--- src/rtl/lii_mem_endpoint_if.sv ---
// LII memory endpoint bundle: request stream, response stream and SRAM port.
//
// Signals
//   lii_req_*   request stream (header flit followed by write data beats)
//   lii_resp_*  response stream (read data beats or one write-ack flit)
//   mem_*       single-port synchronous SRAM, 1-cycle read latency
//
// Modports
//   slave   the endpoint: consumes requests, produces responses, drives the SRAM
//   master  the requester/test side: the mirror image of slave
interface lii_mem_endpoint_if #(
    parameter int unsigned AXI_DW = 256,
    parameter int unsigned LII_DW = 512,
    parameter int unsigned MEM_AW = 16
) ();
    logic [LII_DW-1:0]   lii_req_tdata;
    logic [LII_DW/8-1:0] lii_req_tkeep;
    logic [LII_DW/8-1:0] lii_req_tstrb;
    logic                lii_req_tlast;
    logic [7:0]          lii_req_src;
    logic [7:0]          lii_req_dst;
    logic                lii_req_tvalid;
    logic                lii_req_tready;

    logic [LII_DW-1:0]   lii_resp_tdata;
    logic [LII_DW/8-1:0] lii_resp_tkeep;
    logic [LII_DW/8-1:0] lii_resp_tstrb;
    logic                lii_resp_tlast;
    logic [7:0]          lii_resp_src;
    logic [7:0]          lii_resp_dst;
    logic                lii_resp_tvalid;
    logic                lii_resp_tready;

    logic [MEM_AW-1:0]   mem_addr;
    logic                mem_rd_en;
    logic                mem_wr_en;
    logic [AXI_DW-1:0]   mem_wdata;
    logic [AXI_DW/8-1:0] mem_wstrb;
    logic [AXI_DW-1:0]   mem_rdata;

    modport slave (
        input  lii_req_tdata, lii_req_tkeep, lii_req_tstrb, lii_req_tlast,
        input  lii_req_src, lii_req_dst, lii_req_tvalid,
        output lii_req_tready,
        output lii_resp_tdata, lii_resp_tkeep, lii_resp_tstrb, lii_resp_tlast,
        output lii_resp_src, lii_resp_dst, lii_resp_tvalid,
        input  lii_resp_tready,
        output mem_addr, mem_rd_en, mem_wr_en, mem_wdata, mem_wstrb,
        input  mem_rdata
    );

    modport master (
        output lii_req_tdata, lii_req_tkeep, lii_req_tstrb, lii_req_tlast,
        output lii_req_src, lii_req_dst, lii_req_tvalid,
        input  lii_req_tready,
        input  lii_resp_tdata, lii_resp_tkeep, lii_resp_tstrb, lii_resp_tlast,
        input  lii_resp_src, lii_resp_dst, lii_resp_tvalid,
        output lii_resp_tready,
        input  mem_addr, mem_rd_en, mem_wr_en, mem_wdata, mem_wstrb,
        output mem_rdata
    );
endinterface

--- src/rtl/lii_mem_endpoint.sv ---
// LII memory endpoint: turns LII read/write request flits into SRAM accesses and
// returns read data beats or a single write-ack flit.
//
// Ports
//   clk   rising-edge clock
//   rstn  synchronous active-low reset
//   bus   lii_mem_endpoint_if.slave (request stream in, response stream out, SRAM port)
//
// Header flit (MSB first): op[2], len[8], size[3] (ignored), addr[AXI_AW], tag[8].
// Bursts are INCR, len+1 beats of AXI_DW bits each, one SRAM word per beat.
module lii_mem_endpoint #(
    parameter int unsigned AXI_AW = 48,
    parameter int unsigned AXI_DW = 256,
    parameter int unsigned LII_DW = 512,
    parameter int unsigned MEM_AW = 16
) (
    input logic               clk,
    input logic               rstn,
    lii_mem_endpoint_if.slave bus
);

    localparam int unsigned KeepW    = LII_DW / 8;
    localparam int unsigned StrbW    = AXI_DW / 8;
    localparam int unsigned ByteOffW = $clog2(AXI_DW / 8);
    localparam int unsigned AddrLo   = LII_DW - 13 - AXI_AW;
    localparam int unsigned TagLo    = AddrLo - 8;
    localparam int unsigned WordLo   = AddrLo + ByteOffW;

    typedef enum logic [2:0] {
        IDLE,
        RD_REQ,
        RD_DATA,
        WR_DATA,
        WR_ACK
    } state_e;

    state_e            state_q, state_d;
    logic [7:0]        len_q, len_d;
    logic [MEM_AW-1:0] addr_q, addr_d;
    logic [7:0]        tag_q, tag_d;
    logic [7:0]        src_q, src_d;
    logic [7:0]        dst_q, dst_d;
    // Read: beat index. Write: accepted beat count, saturating so overlong
    // bursts can never wrap back onto len+1.
    logic [8:0]        beat_q, beat_d;
    logic [AXI_DW-1:0] rdata_q, rdata_d;
    // Set during the first RD_DATA cycle, while the SRAM output is still the
    // live source of the beat; afterwards rdata_q holds it across stalls.
    logic              fresh_q, fresh_d;
    logic [1:0]        bresp_q, bresp_d;

    logic              req_ready;
    logic              resp_valid;
    logic              resp_last;
    logic [LII_DW-1:0] resp_data;
    logic [KeepW-1:0]  resp_keep;
    logic              mem_rd;
    logic              mem_wr;

    logic [1:0]        hdr_op;
    logic [7:0]        hdr_len;
    logic [MEM_AW-1:0] hdr_word;
    logic [7:0]        hdr_tag;
    logic [8:0]        beat_inc;
    logic [8:0]        beats_exp;
    logic              unused_req;

    assign hdr_op   = bus.lii_req_tdata[LII_DW-1 -: 2];
    assign hdr_len  = bus.lii_req_tdata[LII_DW-3 -: 8];
    assign hdr_word = bus.lii_req_tdata[WordLo +: MEM_AW];
    assign hdr_tag  = bus.lii_req_tdata[TagLo +: 8];

    assign beat_inc  = (beat_q == 9'h1ff) ? beat_q : beat_q + 9'd1;
    assign beats_exp = {1'b0, len_q} + 9'd1;

    // Size field, keep and unused data/strobe bits are intentionally ignored.
    assign unused_req = ^{bus.lii_req_tkeep, bus.lii_req_tstrb, bus.lii_req_tdata};

    always_ff @(posedge clk) begin
        if (!rstn) begin
            state_q <= IDLE;
            len_q   <= '0;
            addr_q  <= '0;
            tag_q   <= '0;
            src_q   <= '0;
            dst_q   <= '0;
            beat_q  <= '0;
            rdata_q <= '0;
            fresh_q <= 1'b0;
            bresp_q <= '0;
        end else begin
            state_q <= state_d;
            len_q   <= len_d;
            addr_q  <= addr_d;
            tag_q   <= tag_d;
            src_q   <= src_d;
            dst_q   <= dst_d;
            beat_q  <= beat_d;
            rdata_q <= rdata_d;
            fresh_q <= fresh_d;
            bresp_q <= bresp_d;
        end
    end

    always_comb begin
        state_d    = state_q;
        len_d      = len_q;
        addr_d     = addr_q;
        tag_d      = tag_q;
        src_d      = src_q;
        dst_d      = dst_q;
        beat_d     = beat_q;
        rdata_d    = rdata_q;
        fresh_d    = fresh_q;
        bresp_d    = bresp_q;
        req_ready  = 1'b0;
        resp_valid = 1'b0;
        mem_rd     = 1'b0;
        mem_wr     = 1'b0;

        unique case (state_q)
            IDLE: begin
                req_ready = 1'b1;
                if (bus.lii_req_tvalid) begin
                    len_d  = hdr_len;
                    addr_d = hdr_word;
                    tag_d  = hdr_tag;
                    src_d  = bus.lii_req_src;
                    dst_d  = bus.lii_req_dst;
                    beat_d = '0;
                    unique case (hdr_op)
                        2'b00:   state_d = RD_REQ;
                        2'b01:   state_d = WR_DATA;
                        default: state_d = IDLE;
                    endcase
                end
            end

            RD_REQ: begin
                mem_rd  = 1'b1;
                fresh_d = 1'b1;
                state_d = RD_DATA;
            end

            RD_DATA: begin
                resp_valid = 1'b1;
                if (fresh_q) begin
                    rdata_d = bus.mem_rdata;
                    fresh_d = 1'b0;
                end
                if (bus.lii_resp_tready) begin
                    if (beat_q[7:0] == len_q) begin
                        state_d = IDLE;
                    end else begin
                        beat_d  = beat_q + 9'd1;
                        addr_d  = addr_q + 1'b1;
                        state_d = RD_REQ;
                    end
                end
            end

            WR_DATA: begin
                req_ready = 1'b1;
                if (bus.lii_req_tvalid) begin
                    // Beats past len+1 are swallowed without touching memory.
                    mem_wr = (beat_q < beats_exp);
                    addr_d = addr_q + 1'b1;
                    beat_d = beat_inc;
                    if (bus.lii_req_tlast) begin
                        bresp_d = (beat_inc == beats_exp) ? 2'b00 : 2'b10;
                        state_d = WR_ACK;
                    end
                end
            end

            WR_ACK: begin
                resp_valid = 1'b1;
                if (bus.lii_resp_tready) begin
                    state_d = IDLE;
                end
            end

            default: state_d = IDLE;
        endcase
    end

    always_comb begin
        resp_data = '0;
        resp_keep = '0;
        resp_last = 1'b0;
        unique case (state_q)
            RD_DATA: begin
                resp_data[AXI_DW-1:0] = fresh_q ? bus.mem_rdata : rdata_q;
                resp_keep             = '1;
                resp_last             = (beat_q[7:0] == len_q);
            end
            WR_ACK: begin
                resp_data[1:0] = bresp_q;
                resp_last      = 1'b1;
            end
            default: ;
        endcase
        resp_data[LII_DW-1 -: 8] = tag_q;
    end

    // Handshake/enable outputs are gated by rstn so they read 0 for the whole
    // reset interval, not only after the first reset edge.
    assign bus.lii_req_tready  = rstn & req_ready;
    assign bus.lii_resp_tvalid = rstn & resp_valid;
    assign bus.lii_resp_tdata  = resp_data;
    assign bus.lii_resp_tkeep  = resp_keep;
    assign bus.lii_resp_tstrb  = resp_keep;
    assign bus.lii_resp_tlast  = resp_last;
    assign bus.lii_resp_src    = dst_q;
    assign bus.lii_resp_dst    = src_q;

    assign bus.mem_addr  = addr_q;
    assign bus.mem_rd_en = rstn & mem_rd;
    assign bus.mem_wr_en = rstn & mem_wr;
    assign bus.mem_wdata = bus.lii_req_tdata[AXI_DW-1:0];
    assign bus.mem_wstrb = bus.lii_req_tstrb[StrbW-1:0];

endmodule

--- src/flat_wrapper.sv ---
// flat-port wrapper written by rule: the top's interface ports become plain ports
module lii_mem_endpoint_flat 
#(
    parameter int unsigned AXI_AW = 48,
    parameter int unsigned AXI_DW = 256,
    parameter int unsigned LII_DW = 512,
    parameter int unsigned MEM_AW = 16
)
  (clk, rstn, bus_lii_req_tdata, bus_lii_req_tkeep, bus_lii_req_tstrb, bus_lii_req_tlast, bus_lii_req_src, bus_lii_req_dst, bus_lii_req_tvalid, bus_lii_req_tready, bus_lii_resp_tdata, bus_lii_resp_tkeep, bus_lii_resp_tstrb, bus_lii_resp_tlast, bus_lii_resp_src, bus_lii_resp_dst, bus_lii_resp_tvalid, bus_lii_resp_tready, bus_mem_addr, bus_mem_rd_en, bus_mem_wr_en, bus_mem_wdata, bus_mem_wstrb, bus_mem_rdata);
  lii_mem_endpoint_if #(.AXI_DW(AXI_DW), .LII_DW(LII_DW), .MEM_AW(MEM_AW)) bus_i ();
  input logic clk;
  input logic rstn;
  input wire logic [$bits(bus_i.lii_req_tdata)-1:0] bus_lii_req_tdata;
  input wire logic [$bits(bus_i.lii_req_tkeep)-1:0] bus_lii_req_tkeep;
  input wire logic [$bits(bus_i.lii_req_tstrb)-1:0] bus_lii_req_tstrb;
  input wire logic [$bits(bus_i.lii_req_tlast)-1:0] bus_lii_req_tlast;
  input wire logic [$bits(bus_i.lii_req_src)-1:0] bus_lii_req_src;
  input wire logic [$bits(bus_i.lii_req_dst)-1:0] bus_lii_req_dst;
  input wire logic [$bits(bus_i.lii_req_tvalid)-1:0] bus_lii_req_tvalid;
  output wire logic [$bits(bus_i.lii_req_tready)-1:0] bus_lii_req_tready;
  output wire logic [$bits(bus_i.lii_resp_tdata)-1:0] bus_lii_resp_tdata;
  output wire logic [$bits(bus_i.lii_resp_tkeep)-1:0] bus_lii_resp_tkeep;
  output wire logic [$bits(bus_i.lii_resp_tstrb)-1:0] bus_lii_resp_tstrb;
  output wire logic [$bits(bus_i.lii_resp_tlast)-1:0] bus_lii_resp_tlast;
  output wire logic [$bits(bus_i.lii_resp_src)-1:0] bus_lii_resp_src;
  output wire logic [$bits(bus_i.lii_resp_dst)-1:0] bus_lii_resp_dst;
  output wire logic [$bits(bus_i.lii_resp_tvalid)-1:0] bus_lii_resp_tvalid;
  input wire logic [$bits(bus_i.lii_resp_tready)-1:0] bus_lii_resp_tready;
  output wire logic [$bits(bus_i.mem_addr)-1:0] bus_mem_addr;
  output wire logic [$bits(bus_i.mem_rd_en)-1:0] bus_mem_rd_en;
  output wire logic [$bits(bus_i.mem_wr_en)-1:0] bus_mem_wr_en;
  output wire logic [$bits(bus_i.mem_wdata)-1:0] bus_mem_wdata;
  output wire logic [$bits(bus_i.mem_wstrb)-1:0] bus_mem_wstrb;
  input wire logic [$bits(bus_i.mem_rdata)-1:0] bus_mem_rdata;
  assign bus_i.lii_req_tdata = bus_lii_req_tdata;
  assign bus_i.lii_req_tkeep = bus_lii_req_tkeep;
  assign bus_i.lii_req_tstrb = bus_lii_req_tstrb;
  assign bus_i.lii_req_tlast = bus_lii_req_tlast;
  assign bus_i.lii_req_src = bus_lii_req_src;
  assign bus_i.lii_req_dst = bus_lii_req_dst;
  assign bus_i.lii_req_tvalid = bus_lii_req_tvalid;
  assign bus_lii_req_tready = bus_i.lii_req_tready;
  assign bus_lii_resp_tdata = bus_i.lii_resp_tdata;
  assign bus_lii_resp_tkeep = bus_i.lii_resp_tkeep;
  assign bus_lii_resp_tstrb = bus_i.lii_resp_tstrb;
  assign bus_lii_resp_tlast = bus_i.lii_resp_tlast;
  assign bus_lii_resp_src = bus_i.lii_resp_src;
  assign bus_lii_resp_dst = bus_i.lii_resp_dst;
  assign bus_lii_resp_tvalid = bus_i.lii_resp_tvalid;
  assign bus_i.lii_resp_tready = bus_lii_resp_tready;
  assign bus_mem_addr = bus_i.mem_addr;
  assign bus_mem_rd_en = bus_i.mem_rd_en;
  assign bus_mem_wr_en = bus_i.mem_wr_en;
  assign bus_mem_wdata = bus_i.mem_wdata;
  assign bus_mem_wstrb = bus_i.mem_wstrb;
  assign bus_i.mem_rdata = bus_mem_rdata;
  lii_mem_endpoint #(.AXI_AW(AXI_AW), .AXI_DW(AXI_DW), .LII_DW(LII_DW), .MEM_AW(MEM_AW)) u_core (.clk(clk), .rstn(rstn), .bus(bus_i));
endmodule
--- config.mk ---
export PLATFORM = sky130hd
export DESIGN_NAME = lii_mem_endpoint_flat
export DESIGN_NICKNAME = d
export VERILOG_FILES = /design/src/rtl/lii_mem_endpoint_if.sv /design/src/rtl/lii_mem_endpoint.sv /design/src/flat_wrapper.sv
export SDC_FILE = /design/constraint.sdc
export NUM_CORES = 1
export LEC_CHECK = 0
export CORE_AREA = 2 2 730 732
export DETAILED_ROUTE_END_ITERATION = 6
export DIE_AREA = 0 0 732 734
export PLACE_DENSITY = 0.3
export REMOVE_ABC_BUFFERS = 1
export SYNTH_ARGS = -nofsm -noshare
export SYNTH_HDL_FRONTEND = slang
export SYNTH_SLANG_ARGS = --single-unit
export TNS_END_PERCENT = 20
--- constraint.sdc ---
create_clock -name clk -period 8.8 [get_ports clk]
set_input_delay 2.2 -clock clk [delete_from_list [all_inputs] [get_ports clk]]
set_output_delay 2.2 -clock clk [all_outputs]
set_load 0.02 [all_outputs]
Word level (Yosys, flattened, before mapping)
Cells that the tools add are included.

word-level totals
  input port bits = 917
  flip-flop bits (word level) = 319
  logic and storage cells = 73

operators by class
  eq/ne operators = 14
  magnitude comparators = 1
  multiplexer cells = 31
  reductions and logical operators = 10
  bitwise gates (word level) = 4
  add/subtract/negate cells = 3

operators by type and width
  cell                                                  count
  2-to-1 mux 256 bit                                    1
  2-to-1 mux 254 bit                                    1
  2-to-1 mux 16 bit                                     4
  2-to-1 mux 64 bit                                     1
  one-hot mux 16 bit (3 select lines)                   1
  2-to-1 mux 9 bit                                      5
  one-hot mux 9 bit (3 select lines)                    1
  adder 16 x 1 -> 16 bit (second input constant)        1
  2-to-1 mux 3 bit                                      5
  one-hot mux 3 bit (5 select lines)                    1
  != test 2 bit (second input constant)                 6
  AND reduction 5 bit                                   2
  adder 8 x 1 -> 9 bit (second input constant)          1
  adder 9 x 1 -> 9 bit (second input constant)          1
  equality test 9 bit                                   1
  equality test 9 bit (second input constant)           1
  < comparator 9 bit                                    1
  equality test 8 bit                                   1
  one-hot mux 2 bit (2 select lines)                    2
  equality test 3 x 2 -> 1 bit (second input constant)  2
  2-to-1 mux 1 bit                                      6
  AND 1 bit                                             4
  one-hot mux 1 bit (2 select lines)                    2
  OR reduction 2 bit                                    2
  10 further kinds                                      10

Depth between registers and ports, before layout
  depth in word-level cells = 5
  mapped depth = 11
  gate-level depth less buffers = 10

Worst setup path after synthesis
No wires, ideal clock.

  path kind = in2out
  from = input port rstn
  to = output port bus_lii_req_tready
  arrival time = 3.176 ns
  setup slack = 3.424 ns
  stages on the path = 3
  path through = clkbuf_1 > clkbuf_1 > nor3b_1

between the ends
  longest elaborated chain between the ends = 1

ends and longest elaborated chain
  what                RTL line                 text
  start: declaration  flat_wrapper.sv:12       input logic rstn;
  AND 1 bit           lii_mem_endpoint.sv:208  assign bus.lii_req_tready = rstn & req_ready;
  end: declaration    flat_wrapper.sv:20       output wire logic [$bits(bus_i.lii_req_tready)-1:0] bus_lii_req_tready;

No other way between the ends.

Worst setup path in the final report
  from = input port bus_lii_req_tvalid
  to = output port bus_mem_wr_en

between the ends
  longest elaborated chain between the ends = 3

ends and longest elaborated chain
  what                RTL line                 text
  start: declaration  flat_wrapper.sv:19       input wire logic [$bits(bus_i.lii_req_tvalid)-1:0] bus_lii_req_tvalid;
  2-to-1 mux 1 bit    lii_mem_endpoint.sv:164  if (bus.lii_req_tvalid) begin
  2-to-1 mux 1 bit    lii_mem_endpoint.sv:121  unique case (state_q)
  AND 1 bit           lii_mem_endpoint.sv:219  assign bus.mem_wr_en = rstn & mem_wr;
  end: declaration    flat_wrapper.sv:31       output wire logic [$bits(bus_i.mem_wr_en)-1:0] bus_mem_wr_en;

No other way between the ends.

==> run summary <==
Asr flop ratio synth -> 0%
Total power -> 5.32 mW
Placed cells -> 10000
Top-count cell post-synth -> buf_4
Post-route ant nets -> 0
Min-delay worst type -> register to register
Worst skew pair latency -> 0.76 ns
Yosys top cell by area -> dfxtp_1
TritonCTS buffer count -> 51
CP startpoint kind -> input port
Fin worst setup slack -> 1.95 ns
Post-cts resize count -> 0
Fin crit share -> 77.8%
P per Cell Area -> 150 mW/mm^2
Max Root-Sink Buffers -> 3
Chip Width -> 732 um
Peak supply drop -> 154 uV
Seq pwr share -> 29.0%
Clock power share -> 41.3%
Critical path capture point type -> output pin
Fin util -> 6.69%
All-Layer GR Usage -> 12.8%
Die Span Y -> 734 um
Hold violation count in the final report -> 0
Setup bufs post-CTS -> 0
Post-route clock skew -> 0.107 ns
Combinational share of power -> 29.6%
Crit path kind -> input port to output pin
Yosys warns -> 0
HPWL Detailed -> 305000 um
Share of cells above drive strength 1 -> 4.18%
Worst Path Arrival -> 4.65 ns
Register bit total from synthesis -> 318
Slew @ Worst Pin -> 1.09 ns
CTS tree -> yes
Fmax achieved -> 146 MHz
Cell Area, Placed -> 0.0337 mm^2
Synth top area cells -> dfxtp_1 29%, buf_4 23%, mux2i_1 12%, nand2_1 10%, a21boi_0 7.8%
Syn_area_per_cell -> 7.71 um^2
Register area share after synthesis -> 29.0%
Die ar. -> 0.537 mm^2
Cell-internal power -> 3.36 mW
Worst EP required -> 6.60 ns
Clock transition at path regs -> 0.06 ns
CTS sink cnt -> 318
Global route overflow -> 0
CP max FO -> 6
Nets@finish -> 4008
Final Non-Filler Cells -> 10100
CTS Hold Buffers Added -> 0
Pin count of the biggest net entering global routing -> 130
Initial core utilization -> 4.15%
Via count -> 22200
Post-synthesis cell area -> 0.0220 mm^2
Area growth syn-to-layout -> 61.3%
DR iter-0 viols -> 1887
Core area -> 0.530 mm^2
Setup violators final -> 0
EDFF count, synth -> 0
Leakage -> 9.41 nW
DRC -> 0
CTS root buffer -> clkbuf_16
Fin Setup TNS -> 0 ns
Post-route cell area -> 0.0355 mm^2
Sw Ratio -> 36.9%
Max Cap Viol -> 0
First-pass GRT wire length -> 401000 um
# rows -> 268
Fin crit period -> 6.85 ns
Avg WL per Cell -> 35.2 um
Max Transition Viols Final -> 0
Io pins -> 1882
RSZ-0062 raised after global routing -> no
DR pass1 iterations -> 5
FF-to-FF setup slack -> 4.64 ns
Via density -> 2.19
H-tree lvl count -> 2
Initial antenna violation count -> 128
Post-place setup slack -> 1.89 ns
Most common flop cell mapped by yosys -> dfxtp_1
Sw Pwr -> 1.96 mW
Number of global-route vias before repair -> 18500
Final Hold Slack -> 0.450 ns
Outcome -> completed
Post-Synthesis Cells -> 2851
Top cell type's share of synthesized area -> 29.0%
RePlAce Congestion -> 0.810
Port Buf Inserts -> 739
Total routed wirelength -> 357000 um
Cell variety after synth -> 64
Max-slew headroom -> 27.4%
Synth cell count leaders -> 667 x buf_4, 614 x nand2_1, 318 x dfxtp_1, 279 x nor2_1, 256 x mux2i_1
## worst paths after layout
kind | startpoint | endpoint | depth (start not counted)
max | bus_lii_req_tvalid | bus_mem_wr_en | 5
min reg2reg | u_core.rdata_q[222]$_SDFFE_PN0P_ | u_core.rdata_q[222]$_SDFFE_PN0P_ | 2
max reg2reg | u_core.state_q[1]$_SDFFE_PN0P_ | u_core.rdata_q[38]$_SDFFE_PN0P_ | 9
min | u_core.rdata_q[222]$_SDFFE_PN0P_ | u_core.rdata_q[222]$_SDFFE_PN0P_ | 2
## area by class of cell
type	instances	area, um^2
Inverter	10	40.0
Tap cell	7020	8780
Timing Repair Buffer	771	7720
Clock inverter	17	245
Antenna cell	14	35.0
Multi-Input combinational cell	1925	10800
Fill cell	62300	495000
Clock buffer	72	1480
Sequential cell	318	6370
## state kept, by name, indices dropped and copies added (netlist names)
signal and cells:
u_core.beat_q 9, u_core.bresp_q 1, u_core.bus.lii_resp_dst 8, u_core.bus.lii_resp_src 8, u_core.bus.mem_addr 16, u_core.fresh_q 1
u_core.len_q 8, u_core.rdata_q 256, u_core.state_q 3, u_core.tag_q 8
## power groups by stage
stage | Clock, mW | Sequential (mW) | Combinational, mW
2_1_floorplan | 0 | 1.67 | 0.853
3_3_place_gp | 0 | 1.58 | 1.63
3_5_place_dp | 0 | 1.58 | 1.62
5_1_grt | 2.37 | 1.55 | 1.70
6_report | 2.20 | 1.54 | 1.58
4_1_cts | 2.36 | 1.55 | 1.63
## placed cells by master (no fill, tap or decap), types with 7 or more instances in the layout
| cell type | instances |
|---|---|
| clkdlybuf4s50_1 | 738 |
| nand2_1 | 613 |
| dfxtp_1 | 317 |
| nor2_1 | 279 |
| mux2i_1 | 256 |
| conb_1 | 248 |
| a21boi_0 | 228 |
| a21boi_1 | 82 |
| clkbuf_16 | 51 |
| buf_4 | 26 |
| o21ai_0 | 18 |
| a21oi_1 | 17 |
| nand3_1 | 16 |
| diode_2 | 14 |
| ha_1 | 14 |
| xnor2_1 | 13 |
| xor2_1 | 12 |
| clkbuf_8 | 12 |
| nor2b_1 | 11 |
| o21ai_1 | 11 |
| nor3_1 | 10 |
| inv_1 | 9 |
| clkbuf_1 | 9 |
| and3_1 | 8 |
| o21a_1 | 8 |
| nand4_1 | 8 |
| clkinv_2 | 7 |
## cell families after synthesis
group | after synthesis | share of synthesized area [%]
buffers and inverters | 855 | 26.3
muxes | 256 | 11.7
DFF | 318 | 29.0
and+or+nand+nor | 988 | 18.1
xor gates and xnor gates | 26 | 1.10
AOI/OAI and AO/OA | 393 | 13.1
adders and majority gates | 14 | 0.797
other | 1 | 0.0171
## routing by layer
metal / up-vias / GRT usage (%) / part of all wire, %
li1: 8791 / - / -
met1: 10000 / 10.8 / 30
met2: 3000 / 16.7 / 37
met3: 352 / 17.8 / 29
met4: 58 / 1.50 / 1.7
met5: - / 12.0 / 2.4
## critical path, cell delays in order
cell and delay [ns]:
clkdlybuf4s50_1 0.61, nand2_1 0.16, a2111oi_0 0.43, o211a_1 0.30, clkdlybuf4s50_1 0.91
No activity file was read; power rests on OpenSTA's default activity.
